[config.mk]
export PLATFORM = sky130hd
export DESIGN_NAME = audio_pdm_tx
export DESIGN_NICKNAME = d
export VERILOG_FILES = /design/src/rtl/audio_pdm_tx.sv
export SDC_FILE = /design/constraint.sdc
export NUM_CORES = 1
export LEC_CHECK = 0
export BUFFER_PORTS_ARGS = -buffer_cell sky130_fd_sc_hd__buf_2
export CAP_MARGIN = 5
export CORE_MARGIN = 5
export CORE_UTILIZATION = 61
export DETAILED_ROUTE_END_ITERATION = 6
export HOLD_SLACK_MARGIN = 0.12
export PLACE_DENSITY_LB_ADDON = 0.1
export SYNTH_ARGS = -nofsm -noshare
export SYNTH_HDL_FRONTEND = slang
export SYNTH_SLANG_ARGS = --single-unit
[constraint.sdc]
create_clock -name clk_i -period 2.7 [get_ports clk_i]
set_input_delay 0.27 -clock clk_i [delete_from_list [all_inputs] [get_ports clk_i]]
set_output_delay 0.27 -clock clk_i [all_outputs]
set_load 0.02 [all_outputs]
[src/rtl/audio_pdm_tx.sv]
// Mono PCM playback: sample FIFO feeding a first-order sigma-delta modulator
// that produces one PDM bit every CLK_DIV clocks and one audio frame every OSR bits.
module audio_pdm_tx #(
  parameter int CLK_DIV    = 40,
  parameter int OSR        = 52,
  parameter int FIFO_DEPTH = 4
) (
  input  logic                        clk_i,
  input  logic                        rst_i,
  input  logic [15:0]                 data_spk,
  input  logic                        data_spk_valid,
  output logic                        data_spk_ready,
  input  logic                        enable_i,
  output logic                        pwm_audio_o,
  output logic                        pwm_sd_o,
  output logic                        underrun_o,
  output logic [$clog2(FIFO_DEPTH):0] fifo_level_o
);

  localparam int AW = $clog2(FIFO_DEPTH);
  localparam int BW = $clog2(CLK_DIV);
  localparam int FW = $clog2(OSR);
  localparam logic [AW:0]   FULL_LEVEL = (AW+1)'(FIFO_DEPTH);
  localparam logic [BW-1:0] BIT_LAST   = BW'(CLK_DIV - 1);
  localparam logic [FW-1:0] FRAME_LAST = FW'(OSR - 1);

  logic [15:0]   mem [FIFO_DEPTH];
  logic [AW-1:0] wr_ptr;
  logic [AW-1:0] rd_ptr;
  logic [AW:0]   level;
  logic [BW-1:0] bit_cnt;
  logic [FW-1:0] frame_cnt;
  logic [15:0]   acc;
  logic [15:0]   cur_sample;
  logic [16:0]   sum;
  logic          full;
  logic          empty;
  logic          push;
  logic          pop;
  logic          bit_tick;
  logic          frame_tick;

  assign full           = (level == FULL_LEVEL);
  assign empty          = (level == '0);
  assign push           = data_spk_valid && !full;
  assign bit_tick       = enable_i && (bit_cnt == BIT_LAST);
  assign frame_tick     = bit_tick && (frame_cnt == FRAME_LAST);
  // An empty FIFO at a frame boundary is an underrun even if a push lands on the same edge.
  assign pop            = frame_tick && !empty;
  assign sum            = {1'b0, acc} + {1'b0, cur_sample};
  assign data_spk_ready = !full;
  assign fifo_level_o   = level;

  always_ff @(posedge clk_i) begin
    if (push) begin
      mem[wr_ptr] <= data_spk;
    end
  end

  always_ff @(posedge clk_i or posedge rst_i) begin
    if (rst_i) begin
      wr_ptr <= '0;
      rd_ptr <= '0;
      level  <= '0;
    end else begin
      if (push) begin
        wr_ptr <= wr_ptr + AW'(1);
      end
      if (pop) begin
        rd_ptr <= rd_ptr + AW'(1);
      end
      case ({push, pop})
        2'b10:   level <= level + (AW+1)'(1);
        2'b01:   level <= level - (AW+1)'(1);
        default: level <= level;
      endcase
    end
  end

  // Bit/frame timing and modulator; disabling parks everything at zero so
  // re-enabling always starts a full frame from scratch.
  always_ff @(posedge clk_i or posedge rst_i) begin
    if (rst_i) begin
      bit_cnt     <= '0;
      frame_cnt   <= '0;
      acc         <= '0;
      cur_sample  <= 16'h8000;
      pwm_audio_o <= 1'b0;
      pwm_sd_o    <= 1'b0;
      underrun_o  <= 1'b0;
    end else begin
      pwm_sd_o   <= enable_i;
      underrun_o <= frame_tick && empty;
      if (!enable_i) begin
        bit_cnt     <= '0;
        frame_cnt   <= '0;
        acc         <= '0;
        pwm_audio_o <= 1'b0;
      end else begin
        bit_cnt <= bit_tick ? '0 : bit_cnt + BW'(1);
        if (bit_tick) begin
          frame_cnt   <= (frame_cnt == FRAME_LAST) ? '0 : frame_cnt + FW'(1);
          acc         <= sum[15:0];
          pwm_audio_o <= sum[16];
        end
      end
      // Stored as offset binary; the modulator first sees it on the next bit tick.
      if (frame_tick) begin
        cur_sample <= empty ? 16'h8000 : (mem[rd_ptr] ^ 16'h8000);
      end
    end
  end

endmodule

### Word-level counts from Yosys, hierarchy flattened

Memories as Yosys holds them, arrays and structs flattened.
Cells that the tools add are included.

* add/subtract/negate cells: 7
* eq/ne operators: 6
* muxes and demuxes: 13
* bitwise operators: 1
* reductions and logical operators: 9

Operators with widths (count)
* $mux W16: 3
* $mux W6: 5
* $add A16 B16 Y17: 1
* $add A6 B1 Y6 const B: 2
* $eq A6 B6 Y1 const B: 2
* $pmux W3 S2: 1
* $logic_and A1 B1 Y1: 5
* $add A2 B1 Y2 const B: 2
* $mux W1: 4
* $add A3 B1 Y3 const B: 1
* $eq A3 B3 Y1 const B: 1
* $logic_not A3 Y1: 1
* $sub A3 B1 Y3 const B: 1
* $eq A2 B1 Y1 const B: 1
* $eq A2 B2 Y1 const B: 1
* $logic_not A1 Y1: 2
* $ne A2 B1 Y1 const B: 1
* $reduce_bool A2 Y1: 1
* $not A1 Y1: 1

* register bits after elaboration: 54
* RAM bits: 64
* input port bits: 20
* output and inout port bits: 7
* logic and storage cells: 47
* memories: 1

Memories
* mem: depth 4, width 16, read ports 1, clocked after memory_dff 0, write ports 1, line 27 `logic [15:0] mem [FIFO_DEPTH];`

### Logic depth before layout (Yosys ltp)

* depth after elaboration: 6
* depth in mapped cells: 11
* mapped depth without buffers: 11

### Least setup slack after synthesis

Ideal clock, no wire load.

* path type: register to register
* start point: register level[0], in the netlist fifo_level_o[0]
* end point: register level[2], in the netlist fifo_level_o[2]
* setup time: 0.080 ns
* data arrival time: 2.155 ns
* data required time: 2.620 ns
* path slack: 0.465 ns
* stages on the path, launching flop included: 11
* buffers on the path: 0
* clock period less this slack: 2.235 ns
* path through: dfrtp_1 -> inv_1 -> nand3_1 -> and2_1 -> inv_1 -> ha_1 -> inv_1 -> fa_1 -> xor2_1 -> nor2_1 -> xor2_1

* word-level cells in the longest chain between the ends: 5
* elaborated cells on any way between the ends: 12
* classes of those cells: 2 x add/sub; 3 x eq/ne; 1 x mux; 6 x reduce/logical

RTL lines
* from (decl): line 30 `logic [AW:0] level;`
* from (signal assigned): line 73 `2'b10: level <= level + (AW+1)'(1);`
* from (signal assigned): line 74 `2'b01: level <= level - (AW+1)'(1);`
* from (signal assigned): line 75 `default: level <= level;`
* $eq A3 B3 Y1 (*): line 43 `assign full = (level == FULL_LEVEL);`
* $logic_not A1 Y1 (*)
* named net data_spk_ready: line 12 `output logic data_spk_ready,`
* $logic_and A1 B1 Y1 (*): line 45 `assign push = data_spk_valid && !full;`
* $eq A2 B1 Y1 or $eq A2 B2 Y1 (tied branches): line 72 `case ({push, pop})`
* $pmux W3 S2 or $reduce_bool A2 Y1 (tied branches)

Mark *: on every way through the listed nets, which the timed path passes. The rest lies on a longest branch.
A chain may end at the register's enable or synchronous reset.

### Worst setup path after layout

* start point: register frame_cnt[0]
* end point: register level[2], in the netlist fifo_level_o[2]

* word-level cells in the longest chain between the ends: 5
* elaborated cells on any way between the ends: 7
* classes of those cells: 3 x eq/ne; 1 x mux; 3 x reduce/logical

RTL lines
* from (decl): line 32 `logic [FW-1:0] frame_cnt;`
* from (signal assigned): line 102 `frame_cnt <= (frame_cnt == FRAME_LAST) ? '0 : frame_cnt + FW'(1);`
* $eq A6 B6 Y1 (*): line 47 `assign frame_tick = bit_tick && (frame_cnt == FRAME_LAST);`
* $logic_and A1 B1 Y1 (*): line 47
* $logic_and A1 B1 Y1 (*): line 49 `assign pop = frame_tick && !empty;`
* named net pop: line 39 `logic pop;`
* $eq A2 B1 Y1 or $eq A2 B2 Y1 (tied branches): line 72
* $pmux W3 S2 or $reduce_bool A2 Y1 (tied branches)

Marked as above.

==> flow_summary.json <==
{
  "status": "finished, final reports clean",
  "cts.path.max_buffers": 2,
  "grt_pass1_wl_um": 17720,
  "rr_startpoint": "frame_cnt[0]",
  "first_global_vias": 3595,
  "antenna_cells_inserted": 0,
  "rows": 34,
  "grt_max_degree": 35,
  "die_y_um": 104.7,
  "clk_latency_ns": 0.51,
  "rsz0062_at_grt": "false",
  "die_x_um": 104.7,
  "rrSetupSlack_ns": 0.43,
  "setup_ws_ns": 0.4281,
  "synth-seq-cells": 118,
  "ys.warnings.count": 0,
  "final_common_cell": "edfxtp_1",
  "cts_max_level": 4,
  "layout-drive-gt1-share_pct": 19.68,
  "nets": 535,
  "drc_errors": 0,
  "power_density_nw_per_um2": 763.1,
  "drtIter0Drc": 174,
  "end_kind": "flop",
  "path_class": "flop to flop",
  "setup_viol": 0,
  "synth.net_count": 480,
  "hpwl_um": 6459,
  "yosysUniqueCellTypes": 53,
  "ff_latch_area_um2": 3274,
  "slew_viol_final": 0,
  "clk_pin_slew_ns": 0.06,
  "crit_required_ns": 3.12,
  "power.total_uw": 4928,
  "viasPerCell": 5.776,
  "vias": 3529,
  "postCtsSetupBuffers": 0,
  "fin_crit_ns": 2.272,
  "syn_area_um2": 5473,
  "hold_class": "input pin to flop",
  "cts.sinks": 118,
  "io_pins": 27,
  "place_congestion": 0.8447,
  "crit_fanout": 4,
  "ir_drop_v": 0.0007973,
  "io_buffers": 26,
  "fmax_mhz": 440.2,
  "finalWirelength_um": 10250,
  "area_growth_pct": 17.99,
  "hold_viol": 0,
  "fin_setup_tns_ns": 0,
  "antenna_left": 0,
  "post-place-ws_ns": 0.3994,
  "ys_seq_area_share_pct": 59.83,
  "multiInputGateArea_um2": 2048,
  "cts_buffers": 17,
  "tightest_slew_ns": 0.7786,
  "period_share_pct": 84.14,
  "avgSynthCellArea_um2": 12.58,
  "syn_inst": 435,
  "routedWlPerCell_um": 16.78,
  "fin_skew_ns": 0.01507,
  "start_util_pct": 62.75,
  "cts_tree": "yes",
  "whs_ns": 0.2285,
  "hold_path.startpoint": "data_spk_valid",
  "track_usage_pct": 20.24,
  "crit_arrival_ns": 2.69,
  "crit_start": "frame_cnt[0]",
  "max_slew_margin_pct": 48.09,
  "p_leak_uw": 0.002632,
  "die-area_um2": 10970,
  "drt-pass1-iter-count": 5,
  "fillers": 526,
  "coreArea_um2": 8721,
  "maxCapViolations": 0,
  "final_cell_mix": "64 x edfxtp_1, 62 x nand2_1, 53 x dfrtp_1",
  "startpoint_type": "flop",
  "antenna_found_initial": 0,
  "root_buffer": "clkbuf_8",
  "grt_overflow_total": 0
}
## worst paths after layout
path,to,cells past startpoint
min,wr_ptr[0],3
max,fifo_level_o[2],11
max reg2reg,fifo_level_o[2],11
min in group asynchronous,pwm_sd_o,3
min reg2reg,bit_cnt[0],1
max in group asynchronous,cur_sample[15],4
## synthesized netlist by cell type (all sizes together)
library cell  instances  area (um^2)
edfxtp               64         1922
nand2                63        239.0
dfrtp                53         1326
o21ai                32        160.2
a21oi                27        138.9
nor2                 26        102.6
ha                   23        287.8
nand3                18        102.6
mux4                 16        360.4
inv                  13        48.80
buf                  12        75.07
xnor2                 9        78.83
xor2                  9        78.83
and3                  7        43.79
clkbuf                7        26.28
a211oi                5        47.54
or3                   5        31.28
mux2i                 4        40.04
nand4                 4        25.02
o21a                  4        30.03
a31oi                 3        25.02
nor3                  3        15.01
a21o                  2        15.01
a31o                  2        17.52
and4                  2        17.52
fa                    2        40.04
nand2b                2        12.51
nor2b                 2        12.51
o211ai                2        15.01
o221ai                2        17.52
o31ai                 2        20.02
and2                  1        6.260
dfstp                 1        26.28
nand4b                1        8.760
nor3b                 1        12.51
nor4                  1        6.260
o211a                 1        10.01
o22ai                 1        6.260
o31a                  1        10.01
or2                   1        6.260
or2b                  1        7.510
## power by group
part           leakage [uW]  switching, uW  internal [uW]
Combinational       0.00104            364            210
Clock              0.000270            866           1240
Sequential          0.00132           87.7           2160
Total               0.00263           1320           3610
## per-stage QoR
step | util [%] | cells | instance area [um^2]
2_1_floorplan | - | 435 | 5473
3_3_place_gp | 65.58 | 561 | 5719
3_5_place_dp | 65.58 | 561 | 5719
4_1_cts | 74.05 | 611 | 6457
5_1_grt | 74.05 | 611 | 6457
6_report | 74.05 | 611 | 6457
## worst max-delay path: stages (launching register included)
cell     delay (ns)
dfrtp_1        0.40
ha_1           0.22
nand3_1        0.11
nor2_2         0.18
nand3_4        0.10
nor2_2         0.13
ha_1           0.20
inv_1          0.06
fa_1           0.37
xor2_1         0.15
nor2_1         0.11
xor2_1         0.16
## sequential cells by signal (all words and copies together) (netlist names)
register	flops
bit_cnt	6
pwm_sd_o	1
frame_cnt	6
pwm_audio_o	1
acc	16
fifo_level_o	3
underrun_o	1
wr_ptr	2
cur_sample	16
rd_ptr	2
mem	64
## area by class of cell
class,count,share of cell area (%)
flip-flops and latches,118,50.71
clock inverters,15,2.228
repair buffers,55,6.084
clock buffers,17,6.413
multi-input cells,285,31.72
inverters,13,0.7557
well taps,108,2.093
## what timing repair did
item / 4_1_cts / 5_1_grt
gates resized for setup: 0 / 0
hold endpoints to repair: 88 / 0
endpoints found under the setup margin: 0 / 0
hold buffers: 18 / 0
## kinds of logic after synthesis
group                      after synthesis  synth area share, %
muxes                                   20                7.316
AOI/OAI and AO/OA                       84                9.374
and+or+nand+nor                        138                11.87
buffers and inverters                   32                2.744
xor gates and xnor gates                18                2.881
adders and majority gates               25                5.990
DFF                                    118                59.83
## routing by layer
metal,share of wire [%],global-route usage [%]
met2,49,32.42
met1,45,27.64
met5,0,0
met4,0.97,6.484
met3,5.3,4.747
Note: power is estimated with default switching activity, not from simulation.
